File: config.mk
export PLATFORM = sky130hd
export DESIGN_NAME = mchan_cmd_arbiter
export DESIGN_NICKNAME = d
export VERILOG_FILES = /design/src/rtl/mchan_cmd_arbiter.sv
export SDC_FILE = /design/constraint.sdc
export NUM_CORES = 1
export LEC_CHECK = 0
export ABC_CLOCK_PERIOD_IN_PS = 3200
export CORE_MARGIN = 4
export CORE_UTILIZATION = 30
export CTS_BUF_LIST = sky130_fd_sc_hd__clkbuf_8
export DETAILED_ROUTE_END_ITERATION = 6
export GPL_TIMING_DRIVEN = 0
export PLACE_DENSITY = 0.61
export SETUP_SLACK_MARGIN = 0.4
export SLEW_MARGIN = 10
export SYNTH_ARGS = -nofsm -noshare
export SYNTH_HDL_FRONTEND = slang
export SYNTH_SLANG_ARGS = --single-unit
File: constraint.sdc
create_clock -name clk_i -period 3.2 [get_ports clk_i]
set_clock_uncertainty 0.2 [all_clocks]
set_input_delay 0.48 -clock clk_i [delete_from_list [all_inputs] [get_ports clk_i]]
set_output_delay 0.48 -clock clk_i [all_outputs]
set_load 0.03 [all_outputs]
File: src/rtl/mchan_cmd_arbiter.sv
// ============================================================================
// Module  : mchan_cmd_arbiter
// Brief   : Round-robin command arbiter with a registered output slot and
//           per-requester outstanding credits. MCHAN_ARB_PRIO_EN adds prio_i.
// Revision: 1.0 - initial release
// ============================================================================
`default_nettype none

module mchan_cmd_arbiter #(
  parameter int NB_REQ          = 4,
  parameter int CMD_WIDTH       = 10,
  parameter int MAX_OUTSTANDING = 2,
  parameter int LOG_NB_REQ      = $clog2(NB_REQ),
  parameter int CNT_WIDTH       = $clog2(MAX_OUTSTANDING + 1)
) (
  input  logic                                 clk_i,
  input  logic                                 rst_ni,
  input  logic [NB_REQ-1:0]                    req_i,
  output logic [NB_REQ-1:0]                    gnt_o,
  input  logic [NB_REQ-1:0][CMD_WIDTH-1:0]     dat_i,
`ifdef MCHAN_ARB_PRIO_EN
  input  logic [NB_REQ-1:0]                    prio_i,
`endif
  output logic                                 req_o,
  input  logic                                 gnt_i,
  output logic [CMD_WIDTH-1:0]                 dat_o,
  output logic [LOG_NB_REQ-1:0]                id_o,
  input  logic                                 done_i,
  input  logic [LOG_NB_REQ-1:0]                done_id_i,
  output logic [NB_REQ-1:0]                    busy_o
);

  localparam int                     IW    = LOG_NB_REQ + 1;
  localparam logic [CNT_WIDTH-1:0]   C_MAX = CNT_WIDTH'(MAX_OUTSTANDING);
  localparam logic [IW-1:0]          C_NB  = IW'(NB_REQ);
  localparam logic [LOG_NB_REQ-1:0]  C_LAST = LOG_NB_REQ'(NB_REQ - 1);

  logic                  r_valid;
  logic [CMD_WIDTH-1:0]  r_dat;
  logic [LOG_NB_REQ-1:0] r_id;
  logic [LOG_NB_REQ-1:0] r_ptr;

  logic                  w_slot_free;
  logic [NB_REQ-1:0]     w_elig;
  logic [NB_REQ-1:0]     w_cand;
  logic                  w_found;
  logic [LOG_NB_REQ-1:0] w_win;
  logic                  w_grant;
  logic [LOG_NB_REQ-1:0] w_ptr_nxt;

  assign w_slot_free = !r_valid || gnt_i;

`ifdef MCHAN_ARB_PRIO_EN
  logic [NB_REQ-1:0] w_hi;
  assign w_hi   = w_elig & prio_i;
  assign w_cand = (|w_hi) ? w_hi : w_elig;
`else
  assign w_cand = w_elig;
`endif

  // Circular scan starting at the pointer; first candidate wins.
  always_comb begin : p_scan
    logic [IW-1:0] w_idx;
    w_found = 1'b0;
    w_win   = '0;
    w_idx   = '0;
    for (int k = 0; k < NB_REQ; k++) begin
      w_idx = {1'b0, r_ptr} + IW'(k);
      if (w_idx >= C_NB) begin
        w_idx = w_idx - C_NB;
      end
      if (!w_found && w_cand[w_idx[LOG_NB_REQ-1:0]]) begin
        w_found = 1'b1;
        w_win   = w_idx[LOG_NB_REQ-1:0];
      end
    end
  end

  // Gated by rst_ni so the grant is also held low while reset is asserted.
  assign w_grant   = rst_ni && w_slot_free && w_found;
  assign w_ptr_nxt = (w_win == C_LAST) ? '0 : w_win + 1'b1;

  always_comb begin
    gnt_o = '0;
    if (w_grant) begin
      gnt_o[w_win] = 1'b1;
    end
  end

  always_ff @(posedge clk_i or negedge rst_ni) begin
    if (!rst_ni) begin
      r_valid <= 1'b0;
      r_dat   <= '0;
      r_id    <= '0;
      r_ptr   <= '0;
    end else begin
      if (w_slot_free) begin
        r_valid <= w_grant;
      end
      if (w_grant) begin
        r_dat <= dat_i[w_win];
        r_id  <= w_win;
        r_ptr <= w_ptr_nxt;
      end
    end
  end

  assign req_o = r_valid;
  assign dat_o = r_dat;
  assign id_o  = r_id;

  // Credit is taken at grant time, so a command parked in the slot counts.
  for (genvar i = 0; i < NB_REQ; i++) begin : g_cnt
    logic [CNT_WIDTH-1:0] r_cnt;
    logic                 w_inc;
    logic                 w_dec;

    assign w_inc = gnt_o[i];
    assign w_dec = done_i && (done_id_i == LOG_NB_REQ'(i)) && (r_cnt != '0);

    always_ff @(posedge clk_i or negedge rst_ni) begin
      if (!rst_ni) begin
        r_cnt <= '0;
      end else if (w_inc && !w_dec) begin
        r_cnt <= r_cnt + 1'b1;
      end else if (w_dec && !w_inc) begin
        r_cnt <= r_cnt - 1'b1;
      end
    end

    assign w_elig[i] = req_i[i] && (r_cnt < C_MAX);
    assign busy_o[i] = (r_cnt != '0);
  end

endmodule

`default_nettype wire

# After elaboration in Yosys (flattened, before gate mapping)
# Index checks and enable logic that the tools add are counted.
[word_totals] ff_bits=23 input_bits=50 elab_cells=124
[op_classes] n_addsub=16 magnitude_cmp=14 n_eq_ne=4 n_mux=34 n_reduce_logical=48
[ops] cell="$mux W2" count=17
[ops] cell="$logic_and A1 B1 Y1" count=26
[ops] cell="$bmux W10 S2" count=1
[ops] cell="$reduce_bool A2 Y1" count=8
[ops] cell="$sub A2 B1 Y2 const B" count=8
[ops] cell="$lt A2 B3 Y1 const B" count=5
[ops] cell="$logic_not A1 Y1" count=12
[ops] cell="$add A2 B1 Y2 const B" count=5
[ops] cell="$mux W10" count=1
[ops] cell="$ge A3 B3 Y1 const B" count=3
[ops] cell="$mux W1" count=9
[ops] cell="$bmux W1 S2" count=4
[ops] cell="$lt A2 B2 Y1 const B" count=4
[ops] cell="$add A2 B2 Y3 const B" count=2
[ops] cell="$eq A2 B2 Y1 const B" count=3
[ops] cell="$mux W4" count=1
[ops] cell="$add A2 B1 Y3 const B" count=1
[ops] cell="$ge A2 B3 Y1 const B" count=1
[ops] cell="$demux W1 S2" count=1
[ops] cell="$eq A2 B1 Y1 const B" count=1
[ops] cell="$ge A2 B1 Y1 const B" count=1
[ops] cell="$logic_not A2 Y1" count=1
[ops] cell="$logic_or A1 B1 Y1" count=1

# Longest topological paths before layout
[depth] word_depth=23 depth_mapped=11 ltp_nobuf=11

# Worst setup path before layout
# No wires, ideal clock.
[synth_path] kind="input to register" startpoint="in req_i[1]" endpoint="reg g_cnt[3].r_cnt[1]" setup_time_ns=0.125 t_arrival_ns=2.624 slack_ns=0.251 path_stages=11 path_buffers=1 path_cell_list="nor2b_4 a21oi_2 a211oi_4 buf_6 ha_1 inv_1 nor2_1 ha_1 xor2_1 nor2_1 xor2_1"
[synth_via] elab_chain_len=21
[synth_rtl] element="from (decl)" line_no="18" text="input logic [NB_REQ-1:0] req_i,"
[synth_rtl] element="$logic_and A1 B1 Y1 (*)" line_no="131" text="assign w_elig[i] = req_i[i] && (r_cnt < C_MAX);"
[synth_rtl] element="$bmux W1 S2" line_no="72" text="if (!w_found && w_cand[w_idx[LOG_NB_REQ-1:0]]) begin"
[synth_rtl] element="$mux W1 (not written as such)" line_no="72"
[synth_rtl] element="$mux W1" line_no="72"
[synth_rtl] element="$logic_not A1 Y1" line_no="72"
[synth_rtl] element="$logic_and A1 B1 Y1" line_no="72"
[synth_rtl] element="$mux W1" line_no="72"
[synth_rtl] element="$logic_not A1 Y1" line_no="72"
[synth_rtl] element="[... 6 more ...]"
[synth_rtl] element="$logic_and A1 B1 Y1 (not written as such)" line_no="86" text="gnt_o[w_win] = 1'b1;"
[synth_rtl] element="$mux W1 (not written as such)" line_no="86"
[synth_rtl] element="$demux W1 S2" line_no="86"
[synth_rtl] element="$mux W4 (*)" line_no="85" text="if (w_grant) begin"
[synth_rtl] element="net gnt_o[3]" line_no="19" text="output logic [NB_REQ-1:0] gnt_o,"
[synth_rtl] element="$logic_not A1 Y1" line_no="126" text="end else if (w_dec && !w_inc) begin"
[synth_rtl] element="$logic_and A1 B1 Y1" line_no="126"
[synth_rtl] element="$reduce_bool A2 Y1 (no line)"
[synth_rtl] element="to (signal assigned)" line_no="125" text="r_cnt <= r_cnt + 1'b1;"
[synth_rtl] element="to (signal assigned)" line_no="127" text="r_cnt <= r_cnt - 1'b1;"
[synth_rtl] element="to (decl)" line_no="114" text="logic [CNT_WIDTH-1:0] r_cnt;"
# Mark *: on every way through the listed nets, which the timed path passes. The rest lies on a longest branch. The select of a mux whose other input is x is not followed.
# A chain may end at the register's enable or synchronous reset.

# Final worst setup path
[layout_path] startpoint="in rst_ni" endpoint="out gnt_o[0]"
[layout_via] elab_chain_len=3
[layout_rtl] element="from (decl)" line_no="17" text="input logic rst_ni,"
[layout_rtl] element="$logic_and A1 B1 Y1 (2 in a row)" line_no="80" text="assign w_grant = rst_ni && w_slot_free && w_found;"
[layout_rtl] element="$mux W4" line_no="85"
[layout_rtl] element="to (decl)" line_no="19"
# No other way between the ends.

==> impl_metrics.yaml <==
place:
  portBuffers: 70
  dp_hpwl_mm: 3.37
  dpl.cell_count: 272
  place_congestion: 0.735
cts:
  cts_buf_count: 3
  htreeDepth: 1
  tritoncts: "done"
  clkTransAtPathRegs_ns: 0.09
  maximum_count_of_clock_buffers_along_a_single_path: 2
  clock_latency_ns: 0.26
  tritoncts_num_sinks: 23
  cts_root_buf: "sky130_fd_sc_hd__clkbuf_8"
timing:
  setup_violations: 0
  setup_repair_after_global_routing_missed_its_margin: "false"
  hold_slack_ns: 0.284
  finalMaxSlewViolations: 0
  final_hold_vio_count: 0
  final_min_period_over_clock_period: 0.863
  max_transition_margin: 0.775
  fmax_mhz: 362
  worst_slew_pin_slew_ns: 0.336
  period_minus_slack_ns: 2.76
detailed_routing:
  dr.first_iter.drc_count: 30
  wirelength_met1_mm: 2.08
  drt_first_pass_iters: 4
  vias_per_cell: 4.69
  postRouteAntennaNets: 0
  detail_route.drc_violations: 0
  top_layer_used: "met4"
  routed_wire_length_per_instance_um: 15.7
  detailroute.wirelength.met3_um: 407
  via_count: 1369
  route.met2.wl_mm: 2.07
  postRouteWirelength_mm: 4.58
die:
  floorplan.core_area_um2: 4820
  die_height_um: 79.4
  start_util: 0.317
  std_cell_rows: 25
  die_width_um: 79.4
  boundaryPins: 71
  die_area_um2: 6300
logic_synthesis:
  mappedNetlistArea_um2: 1530
  synth.top_cell.area_share: 0.376
  postSynthRegisterBits: 23
  synth-async-reset-ratio: 1.00
  seq_area_frac_synth: 0.376
  synth.area.top_cells: "sky130_fd_sc_hd__dfrtp_1 38%, sky130_fd_sc_hd__mux2i_1 13%, sky130_fd_sc_hd__o221ai_2 9.8%"
  ys_top_cells_by_count: "23 x sky130_fd_sc_hd__dfrtp_1, 20 x sky130_fd_sc_hd__mux2i_1, 15 x sky130_fd_sc_hd__nand2_1, 10 x sky130_fd_sc_hd__o221ai_2"
  post_synthesis_mean_instance_area_um2: 11.3
  synth_nets: 191
  syn_inst: 135
  synth.distinct_cells: 34
  ys_warn_count: 0
  synth-edff-count: 0
  synth.most_common_cell: "sky130_fd_sc_hd__dfrtp_1"
  synth_flop_cell: "sky130_fd_sc_hd__dfrtp_1"
  synth_largest_area_cell: "sky130_fd_sc_hd__dfrtp_1"
final_layout:
  final.fill_count: 439
  fraction_of_layout_instances_using_a_drive_strength_above_1: 0.302
  antenna_cells_inserted: 0
  final_nets: 282
  area_growth_syn_to_layout_pct: 74.6
  finish.cell_count_without_fillers: 292
power:
  power_density_nw_per_um2: 875
  vdd_drop_max_uv: 457
  power_leakage_nw: 1.13
setup_path:
  critPathMaxFanout: 6
  worst-endpoint-required_ns: 2.52
  crit_path_top_delay_cell: "sky130_fd_sc_hd__dlygate4sd3_1"
  crit_path_start_kind: "primary input"
  path_class: "in -> out"
  timing.critical_path.arrival_ns: 2.08
  cp_slowest_stage_delay_ns: 0.54
  path_cells: "dlygate4sd3_1 -> clkbuf_4 -> o41ai_4 -> nand2b_4 -> buf_8 -> buf_12 -> nor3_4 -> buf_6"
  worstSetupEndpointType: "output port"
global_routing:
  grt_pass1_vias: 1513
  grt_antenna_before_repair: 0
  gr-usage-all-layers: 0.147
  first_pass_grt_wire_length_mm: 7.28
  grt_remaining_overflow: 0
  pin_count_of_the_biggest_net_entering_global_routing: 25
min_path:
  min-delay-path-class: "reg -> reg"
status:
  run_status: "completed"
job:
  drv_cap: 0
## flip-flops by register name (all words and copies together), names as in the netlist
| signal | flops |
|---|---|
| req_o | 1 |
| r_ptr | 2 |
| dat_o | 10 |
| id_o | 2 |
| g_cnt.r_cnt | 8 |
## final timing paths
kind | cells after the start | to | startpoint | slack [ns]
min in group asynchronous | 3 | dat_o[0] | rst_ni | 0.57
min | 2 | id_o[1] | id_o[1] | 0.28
max in group asynchronous | 3 | g_cnt[1].r_cnt[0] | rst_ni | 2.09
max | 8 | gnt_o[0] | rst_ni | 0.44
max reg2reg | 14 | g_cnt[3].r_cnt[1] | g_cnt[1].r_cnt[1] | 0.55
min reg2reg | 2 | id_o[1] | id_o[1] | 0.28
## per-stage QoR
stage	cell area (um2)	total power [mW]	utilization	setup TNS (ns)	setup slack, ns
after floorplan	1530	1.46	-	0	0.276
after global placement	2320	1.87	0.481	-7.78	-1.17
after detailed placement	2320	1.91	0.481	-8.36	-1.20
after CTS	2610	2.32	0.542	0	0.410
after global routing	2670	2.50	0.554	0	0.390
final	2670	2.34	0.554	0	0.438
## cell usage in the layout (no fill, tap or decap), types with 2 or more instances in the layout
| cell type | n |
|---|---|
| sky130_fd_sc_hd__o221ai_2 | 10 |
| sky130_fd_sc_hd__a211oi_4 | 2 |
| sky130_fd_sc_hd__dlymetal6s2s_1 | 2 |
| sky130_fd_sc_hd__nand2b_4 | 2 |
| sky130_fd_sc_hd__nor2_1 | 6 |
| sky130_fd_sc_hd__nor3b_2 | 2 |
| sky130_fd_sc_hd__or2_2 | 4 |
| sky130_fd_sc_hd__ha_1 | 4 |
| sky130_fd_sc_hd__mux2_2 | 2 |
| sky130_fd_sc_hd__xnor2_1 | 4 |
| sky130_fd_sc_hd__buf_12 | 2 |
| sky130_fd_sc_hd__xor2_1 | 8 |
| sky130_fd_sc_hd__nand2_1 | 15 |
| sky130_fd_sc_hd__inv_2 | 2 |
| sky130_fd_sc_hd__mux2i_1 | 20 |
| sky130_fd_sc_hd__nor3_4 | 2 |
| sky130_fd_sc_hd__buf_8 | 2 |
| sky130_fd_sc_hd__nor2b_4 | 3 |
| sky130_fd_sc_hd__buf_6 | 8 |
| sky130_fd_sc_hd__clkbuf_8 | 3 |
| sky130_fd_sc_hd__nand2b_1 | 2 |
| sky130_fd_sc_hd__dlygate4sd2_1 | 2 |
| sky130_fd_sc_hd__ha_4 | 2 |
| sky130_fd_sc_hd__buf_4 | 13 |
| sky130_fd_sc_hd__clkdlybuf4s50_1 | 61 |
| sky130_fd_sc_hd__nor2_4 | 2 |
| sky130_fd_sc_hd__dfrtp_1 | 23 |
| sky130_fd_sc_hd__nand4b_1 | 2 |
## cells by family (layout without fill, tap and decap cells)
family | count (synthesis) | in the layout | share of synthesized area
XOR/XNOR | 12 | 12 | 0.0687
AO/OA/AOI/OAI | 16 | 16 | 0.143
AND/OR/NAND/NOR | 46 | 46 | 0.168
adder cells (fa/ha/maj) | 6 | 6 | 0.0491
multiplexers | 22 | 22 | 0.146
buffers and inverters | 10 | 100 | 0.0491
flip-flops | 23 | 23 | 0.376
## worst max-delay path, delay by kind of cell
family / cells / cell delay (ns)
simple gates: 2 / 0.37
compound gates: 1 / 0.08
buf+inv: 5 / 1.13
## power by group
part / internal (mW) / leakage (nW) / switching, mW
clock network: 0.0870 / 0.0255 / 0.0983
registers: 0.435 / 0.279 / 0.123
logic: 0.783 / 0.831 / 0.810
total: 1.31 / 1.13 / 1.03
## repair_timing
action	in CTS	in global routing
endpoints found under the setup margin	23	5
hold endpoints to repair	0	23
gates resized for setup	65	7
buffers inserted	14	0
pin swaps	10	3
hold buffers	0	2
## final cells by class
class,instances,area [um2],share of cell area
repair buffers,86,848,0.318
flip-flops and latches,23,576,0.216
well taps,67,83.8,0.0314
inverters,4,17.5,0.00656
clock inverters,1,5.00,0.00187
plain buffers,6,80.1,0.0300
clock buffers,3,41.3,0.0155
multi-input cells,102,1020,0.381
## routing by layer
layer / global-route usage / up-vias
li1: - / 661
met1: 0.192 / 646
met2: 0.241 / 60
met3: 0.0440 / 2
met4: 0.0309 / 0
met5: 0 / -
Power figures use the tool's default switching activity.
